===== config.mk =====
export PLATFORM = sky130hd
export DESIGN_NAME = audio_cfg_sequencer
export DESIGN_NICKNAME = d
export VERILOG_FILES = /design/src/rtl/audio_cfg_sequencer.sv
export SDC_FILE = /design/constraint.sdc
export NUM_CORES = 1
export LEC_CHECK = 0
export ABC_AREA = 1
export ABC_CLOCK_PERIOD_IN_PS = 1600
export CAP_MARGIN = 20
export CORE_AREA = 2 2 183 185
export CTS_BUF_LIST = sky130_fd_sc_hd__clkbuf_4 sky130_fd_sc_hd__clkbuf_8 sky130_fd_sc_hd__clkbuf_16
export CTS_CLUSTER_DIAMETER = 150
export DETAILED_ROUTE_END_ITERATION = 7
export DIE_AREA = 0 0 185 187
export DONT_BUFFER_PORTS = 1
export HOLD_SLACK_MARGIN = 0.06
export PLACE_DENSITY_LB_ADDON = 0.3
export SYNTH_ARGS = -nofsm -noshare
export SYNTH_HDL_FRONTEND = slang
export SYNTH_SLANG_ARGS = --single-unit

===== constraint.sdc =====
create_clock -name clk -period 1.6 [get_ports clk]
set_input_delay 0.24 -clock clk [delete_from_list [all_inputs] [get_ports clk]]
set_output_delay 0.24 -clock clk [all_outputs]
set_load 0.05 [all_outputs]

===== src/rtl/audio_cfg_sequencer.sv =====
// Shadow/live configuration bank for the audio output path with a pop-free
// commit sequence: fade down, swap at a sample boundary, settle muted, fade up.
module audio_cfg_sequencer #(
    parameter int unsigned FADE_STEP_SAMPLES = 4,
    parameter int unsigned SETTLE_SAMPLES    = 256
) (
    input  logic        clk,
    input  logic        reset,
    input  logic        sample_ce,
    input  logic        cfg_wr,
    input  logic [3:0]  cfg_addr,
    input  logic [15:0] cfg_data,
    input  logic        cfg_commit,
    output logic        busy,
    output logic [31:0] flt_rate,
    output logic [39:0] cx,
    output logic [7:0]  cx0,
    output logic [7:0]  cx1,
    output logic [7:0]  cx2,
    output logic [23:0] cy0,
    output logic [23:0] cy1,
    output logic [23:0] cy2,
    output logic [4:0]  att,
    output logic [1:0]  mix
);

    localparam int unsigned CNT_W = 16;
    localparam logic [CNT_W-1:0] FADE_LAST   = CNT_W'(FADE_STEP_SAMPLES - 1);
    localparam logic [CNT_W-1:0] SETTLE_LAST = CNT_W'(SETTLE_SAMPLES - 1);

    typedef struct packed {
        logic [31:0] flt_rate;
        logic [39:0] cx;
        logic [7:0]  cx0;
        logic [7:0]  cx1;
        logic [7:0]  cx2;
        logic [23:0] cy0;
        logic [23:0] cy1;
        logic [23:0] cy2;
        logic [4:0]  user_att;
        logic [1:0]  mix;
    } bank_t;

    localparam bank_t BANK_RST = '{
        flt_rate: 32'd7056000,
        cx:       40'd4258969,
        cx0:      8'd3,
        cx1:      8'd3,
        cx2:      8'd1,
        cy0:      24'hA123C9,
        cy1:      24'h5DBD9A,
        cy2:      24'hE11EA9,
        user_att: 5'd0,
        mix:      2'd0
    };

    typedef enum logic [2:0] {
        IDLE     = 3'd0,
        FADE_OUT = 3'd1,
        APPLY    = 3'd2,
        SETTLE   = 3'd3,
        FADE_IN  = 3'd4
    } state_t;

    state_t           state;
    state_t           state_next;
    bank_t            shadow;
    bank_t            live;
    logic [3:0]       ramp;
    logic [3:0]       ramp_next;
    logic [CNT_W-1:0] cnt;
    logic [CNT_W-1:0] cnt_next;
    logic             pending;
    logic             pending_next;
    logic             busy_next;
    logic [4:0]       att_next;
    logic             apply;
    logic             fade_tick;
    logic             settle_tick;
    logic [3:0]       att_floor;

    assign fade_tick   = sample_ce && (cnt == FADE_LAST);
    assign settle_tick = sample_ce && (cnt == SETTLE_LAST);
    assign att_floor   = (ramp > live.user_att[3:0]) ? ramp : live.user_att[3:0];

    // State register
    always_ff @(posedge clk) begin
        if (reset) begin
            state <= IDLE;
        end else begin
            state <= state_next;
        end
    end

    // Next-state logic
    always_comb begin
        state_next = state;
        case (state)
            IDLE:     if (cfg_commit || pending) state_next = FADE_OUT;
            FADE_OUT: if (fade_tick && (ramp == 4'hF)) state_next = APPLY;
            APPLY:    state_next = SETTLE;
            SETTLE:   if (settle_tick) state_next = FADE_IN;
            FADE_IN:  if (fade_tick && (ramp == 4'h0)) state_next = IDLE;
            default:  state_next = IDLE;
        endcase
    end

    // Datapath/output next values
    always_comb begin
        ramp_next    = ramp;
        cnt_next     = cnt;
        pending_next = pending;
        apply        = 1'b0;
        case (state)
            IDLE:     if (state_next != IDLE) pending_next = 1'b0;
            FADE_OUT: if (fade_tick && (ramp != 4'hF)) ramp_next = ramp + 4'd1;
            APPLY:    apply = 1'b1;
            FADE_IN:  if (fade_tick && (ramp != 4'h0)) ramp_next = ramp - 4'd1;
            default:  ;
        endcase
        if ((state != IDLE) && cfg_commit) begin
            pending_next = 1'b1;
        end
        // Step counter restarts on every state entry and after each fade step
        if (state_next != state) begin
            cnt_next = '0;
        end else if (sample_ce && (state == FADE_OUT || state == FADE_IN)) begin
            cnt_next = fade_tick ? '0 : cnt + CNT_W'(1);
        end else if (sample_ce && state == SETTLE) begin
            cnt_next = cnt + CNT_W'(1);
        end
        busy_next = (state_next != IDLE) || pending_next;
        if (state == SETTLE || live.user_att[4]) begin
            att_next = 5'h10;
        end else begin
            att_next = {1'b0, att_floor};
        end
    end

    // Sequencer and bank registers
    always_ff @(posedge clk) begin
        if (reset) begin
            ramp    <= '0;
            cnt     <= '0;
            pending <= 1'b0;
            busy    <= 1'b0;
            att     <= '0;
            shadow  <= BANK_RST;
            live    <= BANK_RST;
        end else begin
            ramp    <= ramp_next;
            cnt     <= cnt_next;
            pending <= pending_next;
            busy    <= busy_next;
            att     <= att_next;
            if (apply) begin
                live <= shadow;
            end
            if (cfg_wr) begin
                case (cfg_addr)
                    4'h0: shadow.flt_rate[15:0]  <= cfg_data;
                    4'h1: shadow.flt_rate[31:16] <= cfg_data;
                    4'h2: shadow.cx[15:0]        <= cfg_data;
                    4'h3: shadow.cx[31:16]       <= cfg_data;
                    4'h4: shadow.cx[39:32]       <= cfg_data[7:0];
                    4'h5: shadow.cx0             <= cfg_data[7:0];
                    4'h6: shadow.cx1             <= cfg_data[7:0];
                    4'h7: shadow.cx2             <= cfg_data[7:0];
                    4'h8: shadow.cy0[15:0]       <= cfg_data;
                    4'h9: shadow.cy0[23:16]      <= cfg_data[7:0];
                    4'hA: shadow.cy1[15:0]       <= cfg_data;
                    4'hB: shadow.cy1[23:16]      <= cfg_data[7:0];
                    4'hC: shadow.cy2[15:0]       <= cfg_data;
                    4'hD: shadow.cy2[23:16]      <= cfg_data[7:0];
                    4'hE: begin
                        shadow.user_att <= cfg_data[4:0];
                        shadow.mix      <= cfg_data[9:8];
                    end
                    default: ;
                endcase
            end
        end
    end

    assign flt_rate = live.flt_rate;
    assign cx       = live.cx;
    assign cx0      = live.cx0;
    assign cx1      = live.cx1;
    assign cx2      = live.cx2;
    assign cy0      = live.cy0;
    assign cy1      = live.cy1;
    assign cy2      = live.cy2;
    assign mix      = live.mix;

endmodule


==> impl_summary.md, run 1 <==
Route
The iteration count of the initial detailed-routing pass is 5. Summed over all layers, the routed wires come to about 46000 µm. After detailed routing, the average wire length per cell comes to 19.3 µm. The via-per-instance ratio is between 5 and 6. The detailed router finished its first iteration with 897 violations. The post-route antenna net violation count is 0.

Detailed routing inserted a total of ~12000 vias. After detailed routing, the number of remaining DRC violations is 0.

Clock network
The number of clock buffers added by TritonCTS is 40. No sink is reached through more buffers than the 3 on the longest clock path. The buffer cell driving the clock tree root is clkbuf_16.

After clock tree synthesis, the clock-pin slew on the worst setup and hold paths is roughly 0.06 ns. The number of sinks handled by clock tree synthesis is 380. The total number of H-tree levels is 2. For the worst-skew pair, the clock arrives at the later sink with an insertion delay of approximately 0.54 ns. TritonCTS built the clock tree.

STA
Counting I/O delays and the setup requirement, the final critical path takes about 1.7 ns. The smallest hold slack is -0.229 ns. The highest clock rate is roughly 580 MHz.

The worst-case headroom to the max-slew limit is 16.6%. The total count of max-transition violations in the final report is 0. For the pin with the worst max-slew slack, the measured transition is approximately 1.2 ns. The final worst clock skew is around 0.014 ns. The number of endpoints failing setup at the final stage is 113. Setup repair after global routing could not meet its margin everywhere. The number of hold violations in the final report was about 110. The fraction of the cycle the final worst path needs is 108%. The final-layout setup total negative slack is -4.76 ns. Across all setup checks in the final design, the least slack found is -0.134 ns.

Placed design
Once placement completed, the tool counted placed cells totaling between 2000 and 2500. Routability-driven placement finished with a final weighted congestion of slightly below 0.9. The count of buffers from port buffering is 0. The total half-perimeter wirelength after legalization and detailed placement is 25700 µm.

Final layout
In the final design database the tool counted around 1900 nets. The footprint of the flip-flops and latches is between 0.007 and 0.008 mm². Summing all multi-input logic gate instances after layout gives 0.00592 mm². In the layout the commonest cells are nand2_1 (449), dfxtp_1 (375), nor2_1 (283), nand3_1 (139), o21ai_0 (123).

Of the cells placed in the final design, the portion with a size suffix greater than 1 is 17.1%. The library cell used most frequently in the layout, excluding fill and tap cells, is nand2_1. The layout has between 3000 and 4000 filler cells. After the flow finishes, the layout carries non-filler instances totaling approximately 2400. From synthesis to final layout, the design area changed by 16.4%.

Power
For this design the ratio of total power to cell area is between 1000 and 1500 mW/mm². The maximum VDD drop is between 700 and 800 µV. In this run the static leakage power is ~7.4 nW.

Outcome
The run finished, with violations left. The final reports fail on negative hold slack, negative setup slack.

Worst setup path
The critical path in this run is classified as flip-flop to flip-flop. The kind of start point of the critical path is a flip-flop. The required time at the endpoint of the critical path is 2.07 ns. The arrival time reported for the critical path endpoint is about 2.2 ns. The register-to-register path setup slack is -0.13 ns. STA classifies the critical path endpoint as a flip-flop. In this run the worst path has a maximum fanout of 8.

Global route
The total routing usage reported by global routing is around a quarter. Entering global routing, the biggest net connects 115 pins. The via count of the first global-routing pass is ~11000. For this run the aggregate overflow at the end of global routing stands at 0. The first-pass GRT wire length is ~64000 µm. The initial antenna violation count is 4.

Floorplan
After floorplanning, the core was divided into 67 placement rows. The number of top-level design ports is about 200. In this run the horizontal extent of the chip is 185 µm.

The die is 187 µm tall. The floorplan step defined a die boundary enclosing roughly 0.035 mm². For this configuration, the core starts out at a cell density of between 40% and 50%. The core region is roughly 0.033 mm².

Synth
The average instance in the mapped netlist occupies between 7 and 8 µm². The number of nets in the synthesized netlist is 2021. The synthesized cell area is 0.0151 mm². The instance count of the mapped netlist is between 1500 and 2000.

The distinct cell type count after synthesis is 33. The sequential-to-total area share from yosys stat is 50.5%. The yosys synthesis warning count is 0. The synthesized design contains 380 register bits.

Job
The total of max-cap violations is 0.

Worst hold path
The worst min-delay path category is input port to flip-flop.
synthesized netlist by cell type (all sizes together):
cell type  count  area (µm²)
o21bai         2        15.0
nand4          9        56.3
nor3           7        45.0
and2           1        6.26
fa             1        20.0
nand3b         1        7.51
ha             7        87.6
a21oi        121         606
nand2        520        1970
inv           76         285
a21o           1        7.51
nor2         297        1140
clkbuf        80         300
a211oi         5        37.5
buf          193        1390
dfxtp        380        7610
xnor2          2        17.5
nand3        145         743
a21boi         1        11.3
xor2           6        52.6
o21ai        132         661
a31o           1        8.76
cell families (layout without fill, tap and decap cells):
kind of cell               Yosys count  in the layout  synth area share [%]
AOI/OAI and AO/OA                  263            263                  8.93
adders and majority gates            8              8                 0.714
buffers and inverters              349            279                  13.1
other                                0              3                     0
and+or+nand+nor                    980            983                  26.3
xor gates and xnor gates             8              8                 0.465
DFF                                380            380                  50.5
cell type report:
| cell class | count | share of cell area [%] |
|---|---|---|
| repair buffers | 131 | 9.91 |
| repair inverters | 1 | 0.0641 |
| multi-input cells | 1262 | 33.7 |
| flip-flops and latches | 380 | 43.4 |
| well taps | 448 | 3.19 |
| clock inverters | 10 | 0.684 |
| diodes | 3 | 0.0428 |
| clock buffers | 61 | 7.19 |
| inverters | 76 | 1.82 |
metrics by stage:
stage / hold slack (ns) / setup WS [ns] / cell area (µm²) / power [W] / util [%]
after floorplan: 0.366 / 0.00501 / 15100 / 0.0102 / -
after global placement: 0.335 / -0.0417 / 14600 / 0.0103 / 44.4
after detailed placement: 0.336 / -0.147 / 14600 / 0.0103 / 44.4
after CTS: -0.223 / -0.0155 / 16200 / 0.0200 / 49.4
after global routing: -0.246 / -0.243 / 17600 / 0.0205 / 53.4
final: -0.229 / -0.134 / 17600 / 0.0199 / 53.4
registers in the layout, indices dropped and copies added (netlist names), 4 cells and up:
signal,flops
cy1,24
att,5
shadow,175
ramp,4
cx1,8
cx2,8
flt_rate,32
cx,40
cy0,24
cx0,8
cnt,16
cy2,24
live,5
worst max-delay path, stage by stage (launching register included):
cell and delay (ns):
dfxtp_2 0.34, buf_6 0.11, clkinvlp_4 0.10, nor3_4 0.32, nand4_1 0.20, nand3_1 0.14
nand2_1 0.07, inv_2 0.10, nand3_4 0.16, nor2_2 0.13
power breakdown:
part	internal, W	leakage, nW	switching, W
clock network	0.00578	0.689	0.00380
logic	0.000198	3.60	0.000494
registers	0.00957	3.07	0.0000715
total	0.0155	7.36	0.00436
repair_timing:
item / in CTS / in global routing
setup endpoints to repair: 19 / 144
cloned: 2 / 31
resized for setup: 11 / 161
pin swaps: 2 / 74
hold buffers: 19 / 1
endpoints found under the hold margin: 302 / 113
setup buffers: 3 / 17
worst paths after layout:
path / start / end / cells after the start
worst max-delay path: state[0] / cnt[13] / 9
worst min-delay path: reset / state[2] / 1
worst max register to register: state[0] / cnt[13] / 9
worst min register to register: shadow[150] / flt_rate[7] / 2
metal layers:
metal | share of wire (%) | GRT usage [%]
met1 | 43 | 32.0
met2 | 45 | 36.0
met4 | 3.3 | 8.15
met5 | 0.057 | 0
met3 | 8.9 | 7.22
No activity file was read; power rests on OpenSTA's default activity.
==> run 2: changes to the inputs <==
--- a/config.mk
+++ b/config.mk
@@ -5,14 +5,13 @@
 export SDC_FILE = /design/constraint.sdc
 export NUM_CORES = 1
 export LEC_CHECK = 0
-export ABC_AREA = 1
 export ABC_CLOCK_PERIOD_IN_PS = 1600
 export CAP_MARGIN = 20
-export CORE_AREA = 2 2 183 185
+export CORE_AREA = 2 2 184 186
 export CTS_BUF_LIST = sky130_fd_sc_hd__clkbuf_4 sky130_fd_sc_hd__clkbuf_8 sky130_fd_sc_hd__clkbuf_16
 export CTS_CLUSTER_DIAMETER = 150
 export DETAILED_ROUTE_END_ITERATION = 7
-export DIE_AREA = 0 0 185 187
+export DIE_AREA = 0 0 186 188
 export DONT_BUFFER_PORTS = 1
 export HOLD_SLACK_MARGIN = 0.06
 export PLACE_DENSITY_LB_ADDON = 0.3
==> run 2 against run 1 <==
Net effect: the flow still finishes with violations (negative hold slack, negative setup slack); final cell count decreased by 1.6%; first-iteration DRC count grew 10%; global-route usage shrank 1.2 points; via count increased by 0.88%; sequential cell count unchanged; maximum frequency shrank 9.4%; wire length up 5.1%; synthesized cell count shrank 8.4%; highest routed layer is now met4.
==> impl_summary.md, run 2 <==
Synth
The share of the synthesized area in compound gates (AO/OA/AOI/OAI) is 8.66% (was 8.93%). The share of synthesized area spent on multiplexers is 3.80% (was 0%). The instance count of the mapped netlist is 1822 (was 1988). The top flip-flop cell by instance count after synthesis is dfxtp_1 (unchanged). The sequential-to-total area share from yosys stat is 49.7% (was 50.5%). The number of synthesized register bits was 380 (unchanged). The yosys synthesis warning count was 0 (unchanged). Commonest cells in the synthesized netlist: nand2_1 (555), dfxtp_1 (380), a21oi_1 (178) (was nand2_1 (514), dfxtp_1 (380), nor2_1 (293)). The dominant combinational cell family by area after synthesis is simple AND/OR/NAND/NOR gates (unchanged). The basic-gate share of the synthesized area counting and, or, nand and nor cells is 24.6% (was 26.3%). The mean instance size in the synthesized netlist is 8.40 µm² (was 7.58 µm²).

The post-synthesis net count is 1855 (was 2021). The adder-cell share of the synthesized area is 0.703% (was 0.714%). The most repeated cell in the gate-level netlist after synthesis is nand2_1 (unchanged).

The largest area contributor in the netlist is dfxtp_1 (unchanged). The number of flops mapped to enable cells by yosys was 0 (unchanged). The synthesized cell area is 0.0153 mm² (was 0.0151 mm²).

The proportion of register bits with asynchronous set or reset after synthesis is 0% (unchanged). Top cells by area in the synthesized netlist: dfxtp_1 (50%), nand2_1 (14%), buf_4 (8.4%) (was dfxtp_1 (50%), nand2_1 (13%), buf_4 (8.5%)). The xor-xnor portion of the synthesized cell area is 1.03% (was 0.465%).

The top-area cell type share of the netlist area is 49.7% (was 50.5%). The distinct cell type count after synthesis came to 49 (was 33).

Placed design
The count of buffers from port buffering is 0 (unchanged). The weighted congestion reported at the end of routability-driven placement was 0.831 (was 0.867). The total half-perimeter wirelength after legalization and detailed placement came to 23600 µm (was 25700 µm).

The placed instance area was 0.0151 mm² (was 0.0146 mm²).

Worst setup path
The critical path start-end classification is flip-flop to flip-flop (unchanged). The largest fanout of any net on the critical path is 7 (was 8). The slowest library cell on the worst path is or4_4 (was dfxtp_2). The arrival time reported for the critical path endpoint is 2.34 ns (was 2.21 ns). The kind of start point of the critical path is a flip-flop (unchanged). Cells traversed along the worst timing path: or4_4 > and4bb_2 > a211oi_2 > buf_4 > o21ai_4 > buf_6 > nor2_1 (was buf_6 > clkinvlp_4 > nor3_4 > nand4_1 > nand3_1 > nand2_1 > inv_2 > nand3_4 > nor2_2). The endpoint kind of the worst setup timing path is a flip-flop (unchanged).

The required time at the endpoint of the critical path is 2.02 ns (was 2.07 ns). The critical path's largest stage delay is 0.57 ns (was 0.34 ns).

Floorplan
The full die area is 0.0350 mm² (was 0.0346 mm²). The number of top-level design ports is 201 (unchanged). The width of the die is 186 µm (was 185 µm). The site row count is 67 (unchanged). The area of the core is 0.0331 mm² (was 0.0329 mm²). The starting utilization of the core area is 46.2% (was 45.9%).

The vertical die dimension is 188 µm (was 187 µm).

Power
The total net switching power is 0.00425 W (was 0.00436 W). The proportion of total power due to net switching is 21.2% (was 21.9%). The static leakage is 7.58 nW (was 7.36 nW). The power density of the placed cells came to 1010 mW/mm² (was 1130 mW/mm²). The relative contribution of the clock network to total power is 49.2% (was 48.1%). The share of total power in sequential cells is 47.8% (was 48.4%).

The total power of the final layout is 0.0201 W (was 0.0199 W). The share of total power in combinational logic was 3.0% (was 3.5%). The internal power contribution is 0.0158 W (was 0.0155 W).

The maximum VDD drop is 707 µV (was 731 µV).

STA
The final-layout setup total negative slack is -21.42 ns (was -4.76 ns). The fraction of the cycle the final worst path needs is 120% (was 108%). RSZ-0062 raised after global routing: true (unchanged). The worst setup margin is -0.314 ns (was -0.134 ns). The shortest period the worst path allows is 1.91 ns (was 1.73 ns). The number of hold violations in the final report is 28 (was 112). The number of endpoints failing setup at the final stage is 190 (was 113). The final worst clock skew came to 0.00990 ns (was 0.0135 ns).

The highest clock rate is 522 MHz (was 577 MHz). The smallest hold slack is -0.225 ns (was -0.229 ns). The total count of max-transition violations in the final report was 0 (unchanged). The slew at the pin closest to its max-slew limit was 1.08 ns (was 1.25 ns). The worst-case headroom to the max-slew limit was 28.1% (was 16.6%).

Global route
The pin count of the biggest net entering global routing is 363 (was 115). The via count of the first global-routing pass is 11300 (was 11100). The total global routing overflow was 0 (unchanged). The first-pass GRT wire length is 61900 µm (was 63900 µm). The initial antenna violation count is 0 (was 4).

The total routing usage reported by global routing came to 22.5% (was 23.7%).

Route
The total via count after detailed routing is 12400 (was 12300). The wire length per cell is 20.6 µm (was 19.3 µm). The detailed route wirelength on metal2 came to 22800 µm (was 20400 µm). The DRC violations left is 0 (unchanged).

The highest signal layer in the routed design is met4 (was met5). The total length of routed met3 wires is 3660 µm (was 4090 µm). The wire length the detailed router placed on met1 is 19900 µm (was 19700 µm). The post-route antenna net violation count is 0 (unchanged). The via-per-instance ratio is 5.32 (was 5.19). The DRC violation total after the first TritonRoute iteration is 988 (was 897). The iteration count of the initial detailed-routing pass is 5 (unchanged).

The routed wire length is 48100 µm (was 45700 µm).

Final layout
The finished layout cell area is 0.0198 mm² (was 0.0176 mm²). The register with the most flip-flops is shadow (unchanged). The final-stage net count is 1889 (was 1925). The area added between synthesis and finish is 29.7% (was 16.4%). The share of cells above drive strength 1 was 26.3% (was 17.1%). The commonest non-fill, non-tap cell in the layout is nand2_1 (unchanged).

The flip-flop count of the largest register after layout is 175 (unchanged). Top library cells by usage in the layout, fill and taps aside: nand2_1 (437), dfxtp_1 (367), a21oi_1 (107), dlygate4sd3_1 (106), nand3b_1 (102) (was nand2_1 (449), dfxtp_1 (375), nor2_1 (283), nand3_1 (139), o21ai_0 (123)). Leading registers by flop count: shadow x175, cx x40, flt_rate x32 (unchanged).

Clock network
The CTS tree is done (unchanged). The buffer cell driving the clock tree root was clkbuf_16 (unchanged). The number of sinks handled by clock tree synthesis is 380 (unchanged).

The clock-pin slew reported for the worst setup and hold paths after clock tree synthesis is 0.06 ns (about the same). The maximum root-to-sink buffer count is 3 (unchanged). The total number of H-tree levels is 2 (unchanged). The number of buffers added by the clock tree synthesis step was 40 (unchanged). The clock latency at the later pin of the worst-skew pair was 0.54 ns (about the same).

Outcome
Run status: finished, violations left (unchanged). Failing checks: negative hold slack, negative setup slack (unchanged).

Job
The total of max-cap violations was 0 (unchanged).

Worst hold path
The worst min-delay path category was input port to flip-flop (unchanged).
run 2: cell families (layout without fill, tap and decap cells):
| family | count (synthesis) | in the layout |
|---|---|---|
| buffers and inverters | 296 | 358 |
| other | 0 | 1 |
| xor gates and xnor gates | 18 | 18 |
| and+or+nand+nor | 833 | 835 |
| DFF | 380 | 380 |
| muxes | 58 | 58 |
| AOI/OAI and AO/OA | 229 | 229 |
| adders and majority gates | 8 | 8 |
run 2: cell type report:
type / count / area (µm²)
clock buffer: 57 / 1230
multi-input combinational: 1148 / 6940
fill: 2683 / 13300
clock inverter: 15 / 190
inverter: 7 / 31.3
sequential: 380 / 7620
tap: 448 / 561
timing repair buffer: 279 / 3260
antenna: 1 / 2.50
run 2: layer usage:
metal	global-route usage, %	vias up
li1	-	5859
met1	28.7	6025
met3	6.02	90
met4	6.69	0
met5	0	-
met2	37.1	453
run 2: what timing repair did:
| item | in CTS | in global routing |
|---|---|---|
| setup buffers | 3 | 33 |
| endpoints found under the hold margin | 372 | 276 |
| gates cloned | 0 | 41 |
| hold buffers | 105 | 4 |
| pin swaps | 5 | 107 |
| endpoints found under the setup margin | 28 | 168 |
| resized for setup | 14 | 314 |
run 2: worst max-delay path, delay by kind of cell (launching register included):
| family | cells | cell delay (ns) |
|---|---|---|
| simple gates | 3 | 1.01 |
| flops | 1 | 0.32 |
| buf+inv | 2 | 0.31 |
| compound gates | 2 | 0.16 |
run 2: stage by stage:
stage                     utilization, %  setup slack, ns  instances
after floorplan                        -           -0.309       1822
after global placement              45.5           -0.295       2076
after detailed placement            45.5           -0.314       2076
after CTS                           53.1           -0.273       2256
after global routing                59.9           -0.370       2334
final                               59.9           -0.314       2335
run 2: path summary, 6_finish.rpt:
| check | from | endpoint | slack, ns | depth (start not counted) |
|---|---|---|---|---|
| setup / recovery | cnt[8] | cnt[7] | -0.31 | 7 |
| hold / removal | reset | cx2[5] | -0.22 | 1 |
| setup reg to reg | cnt[8] | cnt[7] | -0.31 | 7 |
| hold reg to reg | shadow[5] | live[5] | 0.45 | 2 |
run 2: power by group through the flow:
stage	sequential, W	clock, W	combinational (W)
after floorplan	0.00978	0	0.000388
after global placement	0.00979	0	0.000330
after detailed placement	0.00979	0	0.000338
after CTS	0.00958	0.00995	0.000565
after global routing	0.00959	0.0104	0.000642
final	0.00959	0.00986	0.000608
==> run 3: changes to the inputs <==
--- a/config.mk
+++ b/config.mk
@@ -7,11 +7,11 @@
 export LEC_CHECK = 0
 export ABC_CLOCK_PERIOD_IN_PS = 1600
 export CAP_MARGIN = 20
-export CORE_AREA = 2 2 184 186
+export CORE_AREA = 2 2 168 203
 export CTS_BUF_LIST = sky130_fd_sc_hd__clkbuf_4 sky130_fd_sc_hd__clkbuf_8 sky130_fd_sc_hd__clkbuf_16
 export CTS_CLUSTER_DIAMETER = 150
 export DETAILED_ROUTE_END_ITERATION = 7
-export DIE_AREA = 0 0 186 188
+export DIE_AREA = 0 0 170 205
 export DONT_BUFFER_PORTS = 1
 export HOLD_SLACK_MARGIN = 0.06
 export PLACE_DENSITY_LB_ADDON = 0.3
==> run 3 against run 2 <==
Net effect: highest routed layer unchanged; the run still ends with negative hold slack, negative setup slack left; largest power group is now sequential cells; wire length fell by 15%; power fell by 1.9%; final cell count fell by 3.0%; non-clock buffer count fell by 30; final area fell by 8.3%; sequential power barely moved; count of clock-buffer cells in the layout did not move; sequential share of layout area rose by 3.4 points.
==> impl_summary.md, run 3 (synthesized netlist as in run 2, its figures left out) <==
Final layout
The share of cells above drive strength 1 came to 11.9% (was 26.3%). Top library cells by usage in the layout, fill and taps aside: nand2_1 (549), dfxtp_1 (372), a21oi_1 (175), dlygate4sd3_1 (148), nand3b_1 (102) (was nand2_1 (437), dfxtp_1 (367), a21oi_1 (107), dlygate4sd3_1 (106), nand3b_1 (102)). The flip-flop count of the largest register after layout was 175 (unchanged). The number of fillers in the final layout is 2954 (was 2683). The end-of-flow core utilization was 55.3% (was 59.9%).

The register with the most flip-flops was shadow (unchanged). The area added between synthesis and finish was 18.9% (was 29.7%). The number of non-filler instances in the completed layout was 2265 (was 2335). Leading registers by flop count: shadow x175, cx x40, flt_rate x32 (unchanged). The commonest non-fill, non-tap cell in the layout is nand2_1 (unchanged). The number of diodes is 0 (was 1). The final-stage net count is 1856 (was 1889).

STA
The shortest period the worst path allows was 1.90 ns (was 1.91 ns). The final worst clock skew came to 0.00833 ns (was 0.00990 ns). The smallest hold slack is -0.200 ns (was -0.225 ns). The worst-case headroom to the max-slew limit is 28.1% (about the same).

The fraction of the cycle the final worst path needs came to 119% (was 120%). The number of hold violations in the final report is 34 (was 28). The total count of max-transition violations in the final report is 0 (unchanged). The final-layout setup total negative slack is -6.47 ns (was -21.42 ns).

The worst setup margin is -0.305 ns (was -0.314 ns). The number of endpoints failing setup at the final stage is 25 (was 190). The slew at the pin closest to its max-slew limit is 1.07 ns (was 1.08 ns).

The highest clock rate is 525 MHz (was 522 MHz). RSZ-0062 raised after global routing: true (unchanged).

Power
The internal power contribution is 0.0156 W (was 0.0158 W). The total power of the final layout is 0.0197 W (was 0.0201 W). The share of total power in sequential cells was 48.7% (was 47.8%).

The share of total power in combinational logic is 3.0% (about the same). The power density of the placed cells is 1080 mW/mm² (was 1010 mW/mm²). The proportion of total power due to net switching came to 20.7% (was 21.2%).

The maximum VDD drop is 723 µV (was 707 µV). The total net switching power was 0.00407 W (was 0.00425 W). The static leakage is 7.05 nW (was 7.58 nW). The relative contribution of the clock network to total power is 48.3% (was 49.2%).

Floorplan
The number of top-level design ports is 201 (unchanged). The vertical die dimension came to 205 µm (was 188 µm). The area of the core was 0.0329 mm² (was 0.0331 mm²). The full die area is 0.0349 mm² (was 0.0350 mm²). The width of the die is 170 µm (was 186 µm). The starting utilization of the core area is 46.5% (was 46.2%).

The site row count came to 73 (was 67).

Worst setup path
The kind of start point of the critical path is a flip-flop (unchanged). The startpoint of the worst register-to-register path is cnt[14] (was cnt[8]). The critical path start-end classification is flip-flop to flip-flop (unchanged). The arrival time reported for the critical path endpoint is 2.31 ns (was 2.34 ns).

The critical register-to-register path endpoint is cnt[2] (was cnt[7]). The largest fanout of any net on the critical path is 3 (was 7). The required time at the endpoint of the critical path is 2.00 ns (was 2.02 ns). The endpoint kind of the worst setup timing path is a flip-flop (unchanged). The register-to-register path setup slack is -0.30 ns (was -0.31 ns). The worst-case reg-to-reg path depth is 6 (was 7).

Clock network
The clock-pin slew reported for the worst setup and hold paths after clock tree synthesis is 0.06 ns (about the same). The maximum root-to-sink buffer count is 3 (unchanged). The CTS tree is done (unchanged). The number of buffers added by the clock tree synthesis step is 39 (was 40). The clock latency at the later pin of the worst-skew pair came to 0.52 ns (was 0.54 ns). The total number of H-tree levels is 2 (unchanged).

The buffer cell driving the clock tree root is clkbuf_16 (unchanged). The number of sinks handled by clock tree synthesis is 380 (unchanged).

Route
The DRC violations left came to 0 (unchanged). The DRC violation total after the first TritonRoute iteration is 718 (was 988). The via-per-instance ratio came to 5.19 (was 5.32).

The iteration count of the initial detailed-routing pass was 5 (unchanged). The total via count after detailed routing is 11700 (was 12400). The post-route antenna net violation count is 0 (unchanged).

The routed wire length is 40900 µm (was 48100 µm). The wire length per cell is 18.1 µm (was 20.6 µm).

Worst hold path
The worst hold endpoint is att[4] (was cx2[5]). The origin of the worst min-delay path is reset (unchanged). The cell depth of the worst hold path is 1 (unchanged). The worst min-delay path category was input port to flip-flop (unchanged).

Global route
The met2 global-route usage was 38.8% (was 37.1%). The via count of the first global-routing pass came to 11400 (was 11300). The pin count of the biggest net entering global routing came to 363 (unchanged).

The met3 routing resource usage after global routing is 5.02% (was 6.02%). The initial antenna violation count was 0 (unchanged). The first-pass GRT wire length was 61400 µm (was 61900 µm). The total global routing overflow is 0 (unchanged). The global routing met1 resource utilization is 27.4% (was 28.7%). The total routing usage reported by global routing is 22.4% (was 22.5%). The most congested layer reported by global routing is met2 (unchanged).

Job
The total of max-cap violations is 0 (unchanged).

Placed design
The total half-perimeter wirelength after legalization and detailed placement was 23400 µm (was 23600 µm). The count of buffers from port buffering is 0 (unchanged). The number of instances in the placed design is 2031 (was 2076). The weighted congestion reported at the end of routability-driven placement is 0.811 (was 0.831).

Outcome
Run status: finished, violations left (unchanged). Failing checks: negative hold slack, negative setup slack (unchanged).
run 3: routing by layer:
metal / up-vias / routed length [µm]
li1: 5751 / -
met1: 5614 / 17100
met2: 309 / 20200
met3: 72 / 2500
met4: 0 / 1160
met5: - / 0
run 3: critical path: stages, from the launching register on:
cell and delay [ns]:
dfxtp_2 0.31, or4_4 0.56, and4bb_2 0.39, o22ai_4 0.09, o211ai_2 0.22, buf_4 0.17, a211oi_2 0.03
run 3: what timing repair did:
| action | CTS | global route |
|---|---|---|
| pin swaps | 8 | 14 |
| hold endpoints to repair | 373 | 233 |
| setup endpoints to repair | 28 | 186 |
| hold buffers | 144 | 8 |
| resized for setup | 10 | 34 |
| gates cloned | 0 | 4 |
| buffers inserted | 2 | 5 |
run 3: stage by stage:
| stage | hold slack [ns] | setup slack (ns) | area, µm² |
|---|---|---|---|
| 6_report | -0.200 | -0.305 | 18200 |
| 4_1_cts | -0.216 | -0.259 | 17900 |
| 5_1_grt | -0.212 | -0.347 | 18200 |
| 3_3_place_gp | 0.337 | -0.303 | 15000 |
| 2_1_floorplan | 0.358 | -0.309 | 15500 |
| 3_5_place_dp | 0.339 | -0.311 | 15000 |
run 3: layout make-up:
type | instances | area [µm²] | share of cell area (%)
clock inverters | 14 | 161 | 0.888
well taps | 412 | 515 | 2.83
inverters | 7 | 31.3 | 0.172
repair buffers | 249 | 2560 | 14.1
flip-flops and latches | 380 | 7620 | 41.9
clock buffers | 57 | 1210 | 6.68
multi-input cells | 1146 | 6080 | 33.5
run 3: power by group through the flow:
stage	registers [W]	clock network, W	logic, W
2_1_floorplan	0.00978	0	0.000388
3_3_place_gp	0.00979	0	0.000332
3_5_place_dp	0.00979	0	0.000339
4_1_cts	0.00958	0.00968	0.000561
5_1_grt	0.00959	0.0101	0.000624
6_report	0.00958	0.00950	0.000582
run 3: worst max-delay path by stage:
stage	start	cells after the start	endpoint
2_1_floorplan	cnt[14]	6	ramp[3]
3_3_place_gp	cnt[14]	7	cnt[1]
3_5_place_dp	cnt[14]	5	ramp[3]
4_1_cts	cnt[8]	6	state[0]
5_1_grt	cnt[14]	7	cnt[2]
6_report	cnt[14]	6	cnt[2]
